[src/rtl/correlator_sequencer.sv]
// Slot sequencer for a time-multiplexed correlator: read/write slot addresses, bank and block control.
// Define SEQ_OVERRUN_EN to latch a sticky overrun flag whenever a strobe is dropped.
module correlator_sequencer #(
  parameter int TRATE = 12,
  parameter int TBITS = 4,
  parameter int CBITS = 24,
  parameter int WLAT  = 3,
  parameter int DELAY = 3
) (
  input  logic             clk_x,
  input  logic             rst_n,
  input  logic             enable,
  input  logic             strobe,
  input  logic [CBITS-1:0] blocksize,
  output logic             en,
  output logic             sw,
  output logic [TBITS-1:0] rd,
  output logic [TBITS-1:0] wr,
  output logic             bank,
  output logic             done,
  output logic             busy,
  output logic             overrun
);

  localparam int DW = (WLAT > 1) ? $clog2(WLAT) : 1;
  localparam logic [TBITS-1:0] LAST_SLOT  = TBITS'(TRATE - 1);
  localparam logic [DW-1:0]    LAST_DRAIN = DW'(WLAT - 1);
  localparam logic [DW-1:0]    PRE_DRAIN  = DW'(WLAT - 2);

  typedef enum logic [1:0] {IDLE, RUN, DRAIN} state_t;

  state_t           state;
  logic [DW-1:0]    drain_cnt;
  logic [CBITS-1:0] sample_cnt;
  logic [CBITS-1:0] blk_q;
  logic [CBITS-1:0] blk_eff;
  logic             first_blk;
  logic             aborted;
  logic             final_pass;
  logic             last_pass;
  logic             drain_last;
  logic             start;
  logic [TBITS-1:0] wr_pipe [WLAT];

  // DELAY only matters to behavioural models; this core is zero-delay.
  if (DELAY < 0) begin : g_delay_param
  end

  always_comb begin
    blk_eff    = (blk_q == '0) ? CBITS'(1) : blk_q;
    last_pass  = (sample_cnt + CBITS'(1)) >= blk_eff;
    drain_last = (state == DRAIN) && (drain_cnt == LAST_DRAIN);
    start      = strobe && enable && ((state == IDLE) || drain_last);
  end

  // The trailing start block overrides the per-state assignments when a pass begins.
  always_ff @(posedge clk_x or negedge rst_n) begin
    if (!rst_n) begin
      state      <= IDLE;
      en         <= 1'b0;
      sw         <= 1'b0;
      rd         <= '0;
      bank       <= 1'b0;
      done       <= 1'b0;
      busy       <= 1'b0;
      drain_cnt  <= '0;
      sample_cnt <= '0;
      blk_q      <= '0;
      first_blk  <= 1'b1;
      aborted    <= 1'b0;
      final_pass <= 1'b0;
    end else begin
      done <= 1'b0;
      unique case (state)
        IDLE: begin
          if (!enable) begin
            sample_cnt <= '0;
            first_blk  <= 1'b1;
          end
        end
        RUN: begin
          if (!enable) aborted <= 1'b1;
          if (rd == LAST_SLOT) begin
            en        <= 1'b0;
            sw        <= 1'b0;
            rd        <= '0;
            state     <= DRAIN;
            drain_cnt <= '0;
            if (aborted || !enable) begin
              sample_cnt <= '0;
              first_blk  <= 1'b1;
              final_pass <= 1'b0;
            end else if (last_pass) begin
              sample_cnt <= '0;
              final_pass <= 1'b1;
              done       <= (WLAT == 1);
            end else begin
              sample_cnt <= sample_cnt + CBITS'(1);
              final_pass <= 1'b0;
            end
          end else begin
            rd <= rd + TBITS'(1);
          end
        end
        DRAIN: begin
          if (!enable) begin
            aborted    <= 1'b1;
            final_pass <= 1'b0;
            sample_cnt <= '0;
            first_blk  <= 1'b1;
          end else if ((WLAT > 1) && (drain_cnt == PRE_DRAIN) && final_pass) begin
            done <= 1'b1;
          end
          if (drain_last) begin
            state <= IDLE;
            busy  <= 1'b0;
          end else begin
            drain_cnt <= drain_cnt + DW'(1);
          end
        end
        default: state <= IDLE;
      endcase

      if (start) begin
        state   <= RUN;
        en      <= 1'b1;
        rd      <= '0;
        busy    <= 1'b1;
        aborted <= 1'b0;
        if (sample_cnt == '0) begin
          sw    <= 1'b1;
          blk_q <= blocksize;
          if (first_blk) first_blk <= 1'b0;
          else           bank      <= ~bank;
        end else begin
          sw <= 1'b0;
        end
      end
    end
  end

  always_ff @(posedge clk_x or negedge rst_n) begin
    if (!rst_n) begin
      for (int i = 0; i < WLAT; i++) wr_pipe[i] <= '0;
    end else begin
      wr_pipe[0] <= rd;
      for (int i = 1; i < WLAT; i++) wr_pipe[i] <= wr_pipe[i-1];
    end
  end

  assign wr = wr_pipe[WLAT-1];

`ifdef SEQ_OVERRUN_EN
  logic dropped;
  assign dropped = strobe && ((state == RUN) || ((state == DRAIN) && !drain_last));

  always_ff @(posedge clk_x or negedge rst_n) begin
    if (!rst_n)       overrun <= 1'b0;
    else if (!enable) overrun <= 1'b0;
    else if (dropped) overrun <= 1'b1;
  end
`else
  assign overrun = 1'b0;
`endif

endmodule

[config.mk]
export PLATFORM = sky130hd
export DESIGN_NAME = correlator_sequencer
export DESIGN_NICKNAME = d
export VERILOG_FILES = /design/src/rtl/correlator_sequencer.sv
export SDC_FILE = /design/constraint.sdc
export NUM_CORES = 1
export LEC_CHECK = 0
export BUFFER_PORTS_ARGS = -buffer_cell sky130_fd_sc_hd__buf_4
export CORE_ASPECT_RATIO = 0.7
export CORE_MARGIN = 2
export CORE_UTILIZATION = 55
export DETAILED_ROUTE_END_ITERATION = 12
export PLACE_DENSITY = 0.75
export REMOVE_ABC_BUFFERS = 1
export SYNTH_ARGS = -nofsm -noshare
export SYNTH_HDL_FRONTEND = slang
export SYNTH_SLANG_ARGS = --single-unit
[constraint.sdc]
create_clock -name clk_x -period 9.4 [get_ports clk_x]
set_clock_uncertainty 0.05 [all_clocks]
set_input_delay 1.88 -clock clk_x [delete_from_list [all_inputs] [get_ports clk_x]]
set_output_delay 1.88 -clock clk_x [all_outputs]
set_load 0.005 [all_outputs]
-- After elaboration in Yosys (flattened, before gate mapping)
Index checks and enable logic that the tools add are counted.
- register bits after elaboration: 76
- latch bits: 0
- bits in writable memories: 0
- ROM bits: 0
- input port bits: 28
- output and inout port bits: 14
- logic and storage cells: 105
- memories: 0
- add/subtract/negate cells: 3
- $mul: 0
- divide/modulo/power cells: 0
- magnitude comparators: 1
- equality and inequality tests: 13
- shift operators: 0
- mux-type cells: 42
- bitwise gates (word level): 2
- reductions and logical operators: 28
- operators with widths (cell ; number):
    two-way mux 24 bit ; 5
    logical NOT 24 bit ; 2
    one-hot mux 24 bit (2 select lines) ; 1
    adder 24 x 1 -> 24 bit, second input constant ; 1
    >= comparator 24 bit ; 1
    two-way mux 1 bit ; 24
    AND reduction 3 bit ; 5
    nonzero test 2 bit ; 7
    two-way mux 4 bit ; 3
    two-way mux 2 bit ; 5
    != test 2 bit, second input constant ; 5
    AND reduction 2 bit ; 4
    != test 3 bit, second input constant ; 2
    one-hot mux 2 bit (3 select lines) ; 1
    adder 4 x 1 -> 4 bit, second input constant ; 1
    equality test 2 x 1 -> 1 bit, second input constant ; 2
    equality test 2 bit, second input constant ; 2
    equality test 4 bit, second input constant ; 1
    logical AND 1 bit ; 4
    one-hot mux 1 bit (2 select lines) ; 2
    one-hot mux 2 bit (2 select lines) ; 1
    OR reduction 2 bit ; 2
    adder 2 x 1 -> 2 bit, second input constant ; 1
    logical NOT 2 bit ; 1
    other kinds (4) ; 6

-- Longest topological paths before layout
Gate-level depths: netlist of run 1.
- depth after elaboration: 8
- mapped depth: 14
- mapped depth without buffers: 12

-- Least setup slack after synthesis of run 1
Ideal clock, no wire load.
- kind: reg-to-reg
- start: register sample_cnt[9]
- end: register sample_cnt[20]
- setup time: 0.134 ns
- arrival: 3.245 ns
- data required time: 9.216 ns
- path slack: 5.971 ns
- cell stages (with the launch flop): 14
- buffers on the path: 2
- clock period less this slack: 3.429 ns
- path through: dfrtp_1 > clkbuf_1 > and4_1 > and3_1 > nand2_1 > o21ai_0 > nand2_1 > ha_1 > nand4_1 > nor4_2 > nand2_1 > clkbuf_1 > o2111ai_1 > o211ai_2
- longest elaborated chain between the ends: 6
- RTL lines (item ; line ; text):
    start, declared ; 34 ; logic [CBITS-1:0] sample_cnt;
    start signal, assigned ; 98 ; sample_cnt <= sample_cnt + CBITS'(1);
    adder 24 x 1 -> 24 bit * ; 51, 98 ;
    >= comparator 24 bit ; 51 ; last_pass = (sample_cnt + CBITS'(1)) >= blk_eff;
    two-way mux 24 bit * ; 93 ; end else if (last_pass) begin
    two-way mux 24 bit * ; 89 ; if (aborted || !enable) begin
    two-way mux 24 bit * ; 83 ; if (rd == LAST_SLOT) begin
    one-hot mux 24 bit (2 select lines) * ; 74 ; unique case (state)
Every way passes the cells marked *; elsewhere a longest branch is shown, timed or not. The select of a mux whose other input is x is not followed.
A chain may end at the register's enable or synchronous reset.

-- Worst setup path in the final report of run 1
- start: register sample_cnt[9]
- end: register sample_cnt[1]
- longest elaborated chain between the ends: 6
- RTL lines (item ; line):
    adder 24 x 1 -> 24 bit ; 51
    >= comparator 24 bit ; 51
    two-way mux 24 bit ; 93
    two-way mux 24 bit ; 89
    two-way mux 24 bit ; 83
    one-hot mux 24 bit (2 select lines) ; 74
Every way passes these cells. The select of a mux whose other input is x is not followed.

==> qor.csv, run 1 <==
stage,metric,value,unit
clocking,clock_latency,0.35,ns
final_layout,multi_input_area,2450,um2
sta,worstMarginPinSlew,1.05,ns
grt,grt_pass1_wl,18800,um
clocking,cts.clk_slew.worst_paths,0.07,ns
setup_path,crit_type,flip-flop to flip-flop,
synth,async_flop_share,1.00,
power_and_ir_drop,p_seq_frac,0.416,
synth,synth_area,4590,um2
clocking,root_buffer,clkbuf_16,
power_and_ir_drop,p_total,1.15,mW
setup_path,endpoint,sample_cnt[1]$_DFFE_PN0P_,
setup_path,rr_endpoint,sample_cnt[1]$_DFFE_PN0P_,
setup_path,rr_startpoint,sample_cnt[9]$_DFFE_PN0P_,
grt,grt_usage,0.267,
setup_path,crit_arrival,4.54,ns
route,viasPerCell,6.15,
clocking,clk_path_buf_depth,2,
sta,slew_violations,0,
setup_path,critPathMaxFanout,17,
setup_path,r2r_slack,5.00,ns
power_and_ir_drop,p_comb_frac,0.296,
setup_path,worstSetupEndpointType,flip-flop,
route,drtIter0Drc,466,
die,core,7970,um2
final_layout,final_cells,631,
clocking,htreeDepth,3,
synth,syn_avg_cell_area,9.22,um2
power_and_ir_drop,ir_worst_vdd,0.146,mV
route,antenna_left,0,
power_and_ir_drop,p_int,0.737,mW
clocking,cts_buffers,9,
sta,rsz0062_at_grt,false,
die,ios,42,
sta,finalHoldViolCount,0,
synth,yosysSeqAreaShare,0.414,
power_and_ir_drop,swShare,0.360,
route,drcViolationCount,2,
final_layout,drive_above_1_share,0.157,
power_and_ir_drop,p_switching,0.415,mW
grt,first_global_vias,3745,
grt,antenna_found_initial,0,
synth,yosysUniqueCellTypes,60,
synth,synth_edf_count,0,
job,maxCapViolations,0,
setup_path,critical_path_required,9.54,ns
sta,setup-violations-final,0,
sta,fmax,227,MHz
route,wire_per_inst,17.6,um
grt,globalRouteOverflowTotal,0,
route,drtPass1Iterations,8,
power_and_ir_drop,clockPowerShare,0.288,
die,start_util,0.576,
clocking,clock-sinks,76,
route,drt_wl_total,11100,um
synth,ys_ff_latch,76,
sta,finalCritPeriodShare,0.468,
die,die_h,80.5,um
clocking,post-cts-setup-buffers,0,
setup_path,reg2regPathDepth,10,
status,failed_checks,design-rule violations,
final_layout,diodes,0,
clocking,ctsResizeCount,0,
placement,port_buffers,40,
placement,placedCellCount,615,
setup_path,startpoint,sample_cnt[9]$_DFFE_PN0P_,
power_and_ir_drop,powerDensity,221,nW/um2
die,die_w,113,um
synth,synthCells,498,
placement,gp_congestion,0.972,
setup_path,critPathLaunchType,flip-flop,
sta,period_needed,4.40,ns
final_layout,area_delta_synth_final,13.7,%
final_layout,fin_nets,586,
sta,relSlewSlack,0.301,
die,rows,27,
synth,synth_warnings,0,
synth,synthFlopType,dfrtp_1,
final_layout,regArea,1900,um2
route,vias,3879,
clocking,cts_tree,done,
die,dieArea,9110,um2
hold_path,min_path_type,flip-flop to flip-flop,
power_and_ir_drop,total_leakage_power,2.40,nW
grt,grt_max_degree,77,
placement,hpwlAfterDp,7970,um
clocking,ctsHoldBuffers,0,
status,outcome,"finished, violations left",
final_layout,n_fill_cell,666,
sta,setup_tns,0,ns
[synthesized netlist by cell type, types with 4 or more instances]
| cell type | n | area share |
|---|---|---|
| ha_1 | 33 | 0.090 |
| or4_1 | 4 | 0.0065 |
| clkbuf_1 | 18 | 0.015 |
| nor3_1 | 8 | 0.0087 |
| nand4_1 | 7 | 0.0095 |
| xor2_1 | 5 | 0.0095 |
| nor2_1 | 17 | 0.014 |
| inv_1 | 35 | 0.029 |
| a41o_1 | 7 | 0.015 |
| o211ai_2 | 10 | 0.027 |
| o2111ai_1 | 15 | 0.029 |
| and4_1 | 6 | 0.011 |
| nand2b_1 | 6 | 0.0082 |
| dfrtp_1 | 75 | 0.41 |
| o211ai_1 | 5 | 0.0082 |
| o21ai_0 | 40 | 0.044 |
| nand3_1 | 17 | 0.019 |
| a21oi_1 | 12 | 0.013 |
| and2_1 | 11 | 0.015 |
| xnor2_1 | 11 | 0.021 |
| nor4_1 | 17 | 0.023 |
| nand2_1 | 84 | 0.069 |
| buf_4 | 5 | 0.0082 |
[state kept, by name (all words and copies together), names as in the netlist, 2 cells and up]
name        cells
drain_cnt       2
sample_cnt     24
state           2
blk_q          24
wr              4
rd              4
wr_pipe         8
[how the worst min path moves through the flow]
| stage | start | to | slack [ns] | cells past startpoint |
|---|---|---|---|---|
| floorplan | wr_pipe[4]$_DFF_PN0_ | wr[0]$_DFF_PN0_ | 0.28 | 0 |
| global placement | wr_pipe[6]$_DFF_PN0_ | wr[2]$_DFF_PN0_ | 0.28 | 0 |
| detailed placement | wr_pipe[8]$_DFF_PN0_ | wr_pipe[4]$_DFF_PN0_ | 0.29 | 0 |
| CTS | wr_pipe[8]$_DFF_PN0_ | wr_pipe[4]$_DFF_PN0_ | 0.30 | 0 |
| global route | wr_pipe[7]$_DFF_PN0_ | wr[3]$_DFF_PN0_ | 0.31 | 0 |
| finish | wr_pipe[7]$_DFF_PN0_ | wr[3]$_DFF_PN0_ | 0.30 | 0 |
[cells in the final DEF (no fill, tap or decap), types with 4 or more instances in the layout]
cell / netlist / layout
and2_1: 11 / 11
inv_1: 35 / 35
o21ai_0: 40 / 40
a21oi_1: 12 / 12
buf_4: 5 / 44
o211ai_2: 10 / 10
or4_1: 4 / 4
a41o_1: 7 / 7
and4_1: 6 / 6
nand3_1: 17 / 17
dfrtp_1: 75 / 75
nand4_1: 7 / 7
nand2_1: 84 / 84
ha_1: 33 / 33
xor2_1: 5 / 5
nor4_1: 17 / 17
o2111ai_1: 15 / 15
clkbuf_16: 0 / 9
nor3_1: 8 / 7
nand2b_1: 6 / 6
nor2_1: 17 / 17
xnor2_1: 11 / 11
o211ai_1: 5 / 5
[critical path: stages, from the launching register on]
cell      delay (ns)
dfrtp_1         0.52
and4_1          0.28
nand3_1         0.34
o31ai_1         0.47
nand2_1         0.11
ha_1            0.29
nand4_1         0.16
nor4_2          0.52
nand2_1         0.52
o211ai_4        0.77
o21ai_0         0.19
[kinds of logic after synthesis]
group,share of synthesized area
buffers and inverters,0.0580
and+or+nand+nor,0.213
DFF,0.414
other,0.000816
xor gates and xnor gates,0.0305
adders and majority gates,0.0899
AOI/OAI and AO/OA,0.184
muxes,0.00926
[through the flow]
stage	hold WS (ns)	setup slack, ns	util	instance area (um2)
2_1_floorplan	0.281	4.53	-	4460
3_3_place_gp	0.282	5.07	0.619	4940
3_5_place_dp	0.286	4.96	0.619	4940
4_1_cts	0.300	5.03	0.655	5220
5_1_grt	0.311	4.64	0.655	5220
6_report	0.297	5.00	0.655	5220
[routing by layer]
| metal | up-vias | track usage | part of all wire |
|---|---|---|---|
| met5 | - | 0 | 0 |
| met1 | 1893 | 0.387 | 0.48 |
| met3 | 14 | 0.0626 | 0.062 |
| met4 | 0 | 0.0793 | 0.014 |
| li1 | 1847 | - | - |
| met2 | 125 | 0.402 | 0.44 |
[cell type report]
class / instances / area share
flip-flops and latches: 76 / 0.364
repair buffers: 44 / 0.0633
multi-input cells: 359 / 0.468
inverters: 35 / 0.0252
clock buffers: 9 / 0.0431
clock inverters: 7 / 0.0113
well taps: 101 / 0.0242
[power by group through the flow]
| stage | clock [mW] | sequential (mW) | combinational, mW |
|---|---|---|---|
| 2_1_floorplan | 0 | 0.470 | 0.209 |
| 3_3_place_gp | 0 | 0.478 | 0.323 |
| 3_5_place_dp | 0 | 0.484 | 0.338 |
| 4_1_cts | 0.336 | 0.480 | 0.341 |
| 5_1_grt | 0.350 | 0.493 | 0.384 |
| 6_report | 0.332 | 0.479 | 0.341 |
Note: power is estimated with default switching activity, not from simulation.
==> inputs of run 2 (changes only) <==
--- a/config.mk
+++ b/config.mk
@@ -5,12 +5,13 @@
 export SDC_FILE = /design/constraint.sdc
 export NUM_CORES = 1
 export LEC_CHECK = 0
+export ABC_AREA = 1
 export BUFFER_PORTS_ARGS = -buffer_cell sky130_fd_sc_hd__buf_4
 export CORE_ASPECT_RATIO = 0.7
 export CORE_MARGIN = 2
-export CORE_UTILIZATION = 55
+export CORE_UTILIZATION = 54
 export DETAILED_ROUTE_END_ITERATION = 12
-export PLACE_DENSITY = 0.75
+export PLACE_DENSITY = 0.76
 export REMOVE_ABC_BUFFERS = 1
 export SYNTH_ARGS = -nofsm -noshare
 export SYNTH_HDL_FRONTEND = slang
==> constraint.sdc (replaced) <==
create_clock -name clk_x -period 3.81 [get_ports clk_x]
set_clock_uncertainty 0.05 [all_clocks]
set_input_delay 0.762 -clock clk_x [delete_from_list [all_inputs] [get_ports clk_x]]
set_output_delay 0.762 -clock clk_x [all_outputs]
set_load 0.005 [all_outputs]
==> run 2 against run 1 <==
Compared with the run above: the flow now finishes without violations; maximum frequency up 36%; sequential share of layout area decreased by 1.0 points; first-iteration DRC count down 29%; non-clock buffer count down 1; area after synthesis increased by 3.5%; worst setup slack worse by 4.4 ns; die area grew 5.2%; utilization shrank 2.4 points; final cell count is 31% higher; synthesized cell count increased by 34%; global-route usage down 1.9 points; total power rose to 2.5 times the previous value; critical path type unchanged; critical endpoint is now sample_cnt[16]$_DFFE_PN0P_; largest cell class unchanged.
==> qor.csv, run 2 <==
stage,metric,value,unit
status,outcome,completed,
clocking,post-cts-setup-buffers,0,
route,viasPerCell,5.06,
final_layout,drive_above_1_share,0.0975,
synth,synth_top_cell_by_area,dfrtp_1,
final_layout,final_common_cell,nand2_1,
final_layout,multi_input_area,2340,um2
setup_path,cpMostUsedCell,nand2_1,
clocking,root_buffer,clkbuf_16,
placement,hpwlAfterDp,8250,um
sta,worstMarginPinSlew,0.961,ns
synth,synth_common_cells,"257 x nand2_1, 98 x inv_1, 75 x dfrtp_1",
synth,synth_warnings,0,
final_layout,fin_area,5370,um2
grt,antenna_found_initial,0,
setup_path,critical_path_required,3.99,ns
synth,yosysUniqueCellTypes,35,
die,dieArea,9580,um2
sta,setup-violations-final,0,
grt,grt_pass1_wl,18000,um
sta,period_needed,3.24,ns
clocking,clock_latency,0.35,ns
die,ios,42,
sta,finalCritPeriodShare,0.851,
setup_path,crit_type,flip-flop to flip-flop,
clocking,htreeDepth,3,
setup_path,critPathLaunchType,flip-flop,
sta,slew_violations,0,
final_layout,top_regs,"blk_q x24, sample_cnt x24, wr_pipe x8",
setup_path,path_cells,"ha_1, inv_1, nor2_1, nand2_1, nor2_1, xor2_1, inv_1, ha_1, nand2_1, inv_1, nand2_1, nor2_1, nand2_1, a21oi_1, nor2_1, buf_4, nand2_1, nand2_1",
setup_path,worstSetupEndpointType,flip-flop,
placement,gp_congestion,0.935,
final_layout,diodes,0,
synth,ys_ff_latch,76,
sta,setup_tns,0,ns
clocking,ctsResizeCount,0,
synth,synthCells,667,
clocking,clock-sinks,76,
synth,synth_area,4750,um2
grt,globalRouteOverflowTotal,0,
synth,yosysMostFrequentCell,nand2_1,
power_and_ir_drop,ir_worst_vdd,0.409,mV
final_layout,n_fill_cell,795,
synth,async_flop_share,1.00,
setup_path,critPathMaxFanout,24,
route,antenna_left,0,
grt,grt_usage,0.248,
final_layout,layout_common_cells,"257 x nand2_1, 98 x inv_1, 75 x dfrtp_1, 74 x nor2_1, 45 x nand3_1",
final_layout,fin_nets,764,
power_and_ir_drop,powerDensity,539,nW/um2
clocking,cts.clk_slew.worst_paths,0.07,ns
route,drcViolationCount,0,
sta,fmax,309,MHz
route,drtIter0Drc,333,
sta,rsz0062_at_grt,false,
sta,finalHoldViolCount,0,
setup_path,slowest_delay,0.47,ns
placement,place_area,5090,um2
setup_path,cpMaxStageDelayCell,dfrtp_1,
placement,port_buffers,40,
clocking,clk_path_buf_depth,2,
clocking,ctsHoldBuffers,0,
clocking,cts_tree,done,
final_layout,area_delta_synth_final,13.0,%
sta,relSlewSlack,0.359,
job,maxCapViolations,0,
final_layout,regArea,1900,um2
grt,grt_max_degree,77,
die,rows,28,
route,drt_wl_total,11000,um
synth,syn_avg_cell_area,7.13,um2
power_and_ir_drop,total_leakage_power,3.02,nW
clocking,cts_buffers,9,
synth,synthFlopType,dfrtp_1,
synth,synth_area_leaders,"dfrtp_1 39%, nand2_1 20%, ha_1 8.7%",
route,drtPass1Iterations,5,
die,start_util,0.558,
route,vias,4190,
die,die_h,82.5,um
hold_path,min_path_type,flip-flop to flip-flop,
setup_path,crit_arrival,3.43,ns
grt,first_global_vias,3730,
die,die_w,116,um
die,core,8510,um2
synth,synth_top_area_frac,0.395,
synth,synth_edf_count,0,
route,wire_per_inst,13.3,um
synth,yosysSeqAreaShare,0.400,
## run 2: routing by layer
layer	part of all wire	up-vias	GRT usage
met5	0	-	0
li1	-	2121	-
met2	0.42	146	0.369
met4	0.013	0	0.0762
met3	0.074	17	0.0540
met1	0.49	1906	0.364
## run 2: kinds of logic after synthesis
kind of cell	synth area share
AOI/OAI and AO/OA	0.0269
xor gates and xnor gates	0.0240
adders and majority gates	0.0869
buffers and inverters	0.107
DFF	0.400
other	0.000789
and+or+nand+nor	0.354
## run 2: power by group
part           total [mW]  switching [mW]  internal, mW
sequential           1.18           0.151          1.03
combinational       0.897           0.559         0.338
clock               0.822           0.371         0.451
total                2.90            1.08          1.81
## run 2: final timing paths
path / endpoint / from / slack, ns / depth (start not counted)
setup / recovery: sample_cnt[16]$_DFFE_PN0P_ / sample_cnt[0]$_DFFE_PN0P_ / 0.57 / 18
hold / removal: wr[0]$_DFF_PN0_ / wr_pipe[4]$_DFF_PN0_ / 0.30 / 0
setup reg to reg: sample_cnt[16]$_DFFE_PN0P_ / sample_cnt[0]$_DFFE_PN0P_ / 0.57 / 18
hold reg to reg: wr[0]$_DFF_PN0_ / wr_pipe[4]$_DFF_PN0_ / 0.30 / 0
max in group asynchronous: bank$_DFFE_PN0P_ / rst_n / 2.57 / 1
min in group asynchronous: sample_cnt[6]$_DFFE_PN0P_ / rst_n / 0.51 / 1
## run 2: layout make-up
class / instances / share of cell area
clock buffers: 9 / 0.0419
clock inverters: 7 / 0.0107
inverters: 99 / 0.0692
multi-input cells: 474 / 0.436
flip-flops and latches: 76 / 0.354
well taps: 120 / 0.0280
repair buffers: 43 / 0.0601
## run 2: stage by stage
stage	cells	setup WS (ns)	total power, mW	util	hold slack, ns
after global routing	828	0.214	3.12	0.631	0.303
final	828	0.569	2.90	0.631	0.297
after global placement	812	0.690	2.03	0.598	0.281
after floorplan	649	0.771	1.75	-	0.281
after CTS	828	0.619	2.92	0.631	0.299
after detailed placement	812	0.639	2.08	0.598	0.285
## run 2: critical path, delay by kind of cell, from the launching register on
kind	cells	cell delay [ns]
xor gates and xnor gates	1	0.24
and+or+nand+nor	10	1.31
DFF	1	0.47
AOI/OAI and AO/OA	1	0.13
adders and majority gates	2	0.52
buffers and inverters	4	0.40
==> inputs of run 3 (changes only) <==
--- a/config.mk
+++ b/config.mk
@@ -5,7 +5,6 @@
 export SDC_FILE = /design/constraint.sdc
 export NUM_CORES = 1
 export LEC_CHECK = 0
-export ABC_AREA = 1
 export BUFFER_PORTS_ARGS = -buffer_cell sky130_fd_sc_hd__buf_4
 export CORE_ASPECT_RATIO = 0.7
 export CORE_MARGIN = 2
==> run 3 against run 2 <==
Compared with the run above: hold slack hardly changed; register-to-register slack worse by 0.36 ns; count of clock-buffer cells in the layout stayed put; final area is 2.0% higher; die area is 3.2% lower; combinational power is 5.4% lower; critical path depth is 7 lower.
==> qor.csv, run 3 (synthesis results as in run 1) <==
stage,metric,value,unit
setup_path,r2r_slack,0.21,ns
grt,grt_max_degree,77,
route,antenna_left,0,
clocking,htreeDepth,3,
clocking,clock_latency,0.35,ns
final_layout,final_cells,659,
route,drtIter0Drc,354,
die,ios,42,
setup_path,crit_type,flip-flop to flip-flop,
grt,globalRouteOverflowTotal,0,
sta,relSlewSlack,0.351,
final_layout,layout_common_cells,"83 x nand2_1, 75 x dfrtp_1, 67 x buf_4, 38 x o21ai_0, 35 x inv_1",
setup_path,startpoint,sample_cnt[12]$_DFFE_PN0P_,
grt,first_global_vias,3743,
setup_path,critPathMaxFanout,8,
power_and_ir_drop,swShare,0.342,
placement,port_buffers,40,
power_and_ir_drop,total_leakage_power,2.56,nW
route,wire_per_inst,17.4,um
die,dieArea,9270,um2
sta,worstMarginPinSlew,0.971,ns
route,drtPass1Iterations,5,
power_and_ir_drop,p_total,2.95,mW
final_layout,drive_above_1_share,0.199,
sta,slew_violations,0,
sta,fmax,278,MHz
power_and_ir_drop,ir_worst_vdd,0.416,mV
final_layout,final_common_cell,nand2_1,
grt,grt_pass1_wl,18900,um
setup_path,critPathLaunchType,flip-flop,
clocking,clock-sinks,76,
sta,rsz0062_at_grt,false,
clocking,ctsHoldBuffers,0,
grt,antenna_found_initial,0,
route,drt_wl_total,11500,um
power_and_ir_drop,clockPowerShare,0.314,
clocking,cts_tree,done,
placement,hpwlAfterDp,8270,um
setup_path,rr_startpoint,sample_cnt[12]$_DFFE_PN0P_,
final_layout,diodes,0,
grt,grt_usage,0.266,
power_and_ir_drop,p_int,1.94,mW
clocking,cts.clk_slew.worst_paths,0.06,ns
clocking,root_buffer,clkbuf_16,
hold_path,min_path_type,flip-flop to flip-flop,
final_layout,top_regs,"blk_q x24, sample_cnt x24, wr_pipe x8",
setup_path,crit_arrival,3.77,ns
power_and_ir_drop,p_switching,1.01,mW
setup_path,critical_path_required,3.98,ns
route,vias,3964,
die,core,8340,um2
die,die_w,114,um
sta,setup-violations-final,0,
route,viasPerCell,6.02,
power_and_ir_drop,powerDensity,539,nW/um2
setup_path,reg2regPathDepth,11,
setup_path,worstSetupEndpointType,flip-flop,
placement,placedCellCount,641,
sta,period_needed,3.60,ns
placement,gp_congestion,1.03,
sta,finalCritPeriodShare,0.945,
sta,setup_tns,0,ns
clocking,cts_buffers,9,
final_layout,area_delta_synth_final,19.3,%
route,drcViolationCount,0,
power_and_ir_drop,p_seq_frac,0.398,
die,rows,28,
final_layout,fin_nets,610,
clocking,clk_path_buf_depth,2,
die,die_h,81.2,um
setup_path,rr_endpoint,sample_cnt[18]$_DFFE_PN0P_,
power_and_ir_drop,p_comb_frac,0.287,
setup_path,endpoint,sample_cnt[18]$_DFFE_PN0P_,
status,outcome,completed,
job,maxCapViolations,0,
sta,finalHoldViolCount,0,
final_layout,n_fill_cell,671,
die,start_util,0.551,
-- run 3: cell count changes in the layout (fill, tap and decap cells not counted), sizes merged, moves of 9 or more --
cell	before	now
nand2	259	85
inv	103	37
o2111ai	0	15
buf	43	68
o21ai	8	40
o211ai	0	16
nor2	74	17
nor4	6	18
and2	1	12
xnor2	2	11
nand3	46	17
-- run 3: area by class of cell --
type	count	area (um2)	share of cell area
clock inverter	7	97.6	0.0178
multi-input combinational	359	2470	0.450
clock buffer	9	225	0.0411
timing repair buffer	68	523	0.0955
inverter	35	131	0.0240
tap	105	131	0.0240
sequential	76	1900	0.347
-- run 3: repair_timing --
action                     CTS  global route
buffers inserted             2             0
pin swaps                    1             1
setup endpoints to repair   15            25
resized for setup            1             5
-- run 3: power by group through the flow --
| stage | Clock (mW) | Sequential, mW | Combinational, mW |
|---|---|---|---|
| after floorplan | 0 | 1.16 | 0.515 |
| after global placement | 0 | 1.18 | 0.799 |
| after detailed placement | 0 | 1.19 | 0.830 |
| after CTS | 0.946 | 1.17 | 0.846 |
| after global routing | 0.976 | 1.21 | 0.963 |
| final | 0.928 | 1.18 | 0.849 |
-- run 3: critical path, stage by stage (launching register included) --
cell     delay (ns)
dfrtp_1        0.41
and4_1         0.25
and3_1         0.26
nand2_1        0.26
o21ai_2        0.28
nand2_1        0.10
ha_1           0.31
nand4_1        0.18
nor4_4         0.41
nand2_2        0.19
o211a_1        0.41
a41o_1         0.34
-- run 3: worst min path at each step --
stage                           from  slack [ns]  cells after the start                    to
6_report        wr_pipe[4]$_DFF_PN0_        0.30                      0       wr[0]$_DFF_PN0_
3_3_place_gp   wr_pipe[10]$_DFF_PN0_        0.28                      0  wr_pipe[6]$_DFF_PN0_
4_1_cts         wr_pipe[4]$_DFF_PN0_        0.30                      0       wr[0]$_DFF_PN0_
3_5_place_dp    wr_pipe[4]$_DFF_PN0_        0.29                      0       wr[0]$_DFF_PN0_
5_1_grt         wr_pipe[4]$_DFF_PN0_        0.30                      0       wr[0]$_DFF_PN0_
2_1_floorplan   wr_pipe[4]$_DFF_PN0_        0.28                      0       wr[0]$_DFF_PN0_
-- run 3: stage by stage --
| step | hold slack, ns | util | worst slack, ns | area, um2 |
|---|---|---|---|---|
| detailed placement | 0.286 | 0.614 | -0.0505 | 5120 |
| global placement | 0.281 | 0.614 | -0.0188 | 5120 |
| CTS | 0.299 | 0.656 | 0.0196 | 5470 |
| finish | 0.298 | 0.657 | 0.208 | 5480 |
| global route | 0.300 | 0.657 | 0.0180 | 5480 |
| floorplan | 0.281 | - | -0.203 | 4460 |
-- run 3: metal layers --
metal	part of all wire	up-vias	routed length, um	GRT usage
met5	0	-	0	0
met4	0.023	0	260	0.100
met3	0.083	22	955	0.0731
met2	0.41	159	4760	0.374
met1	0.48	1880	5520	0.389
li1	-	1903	-	-
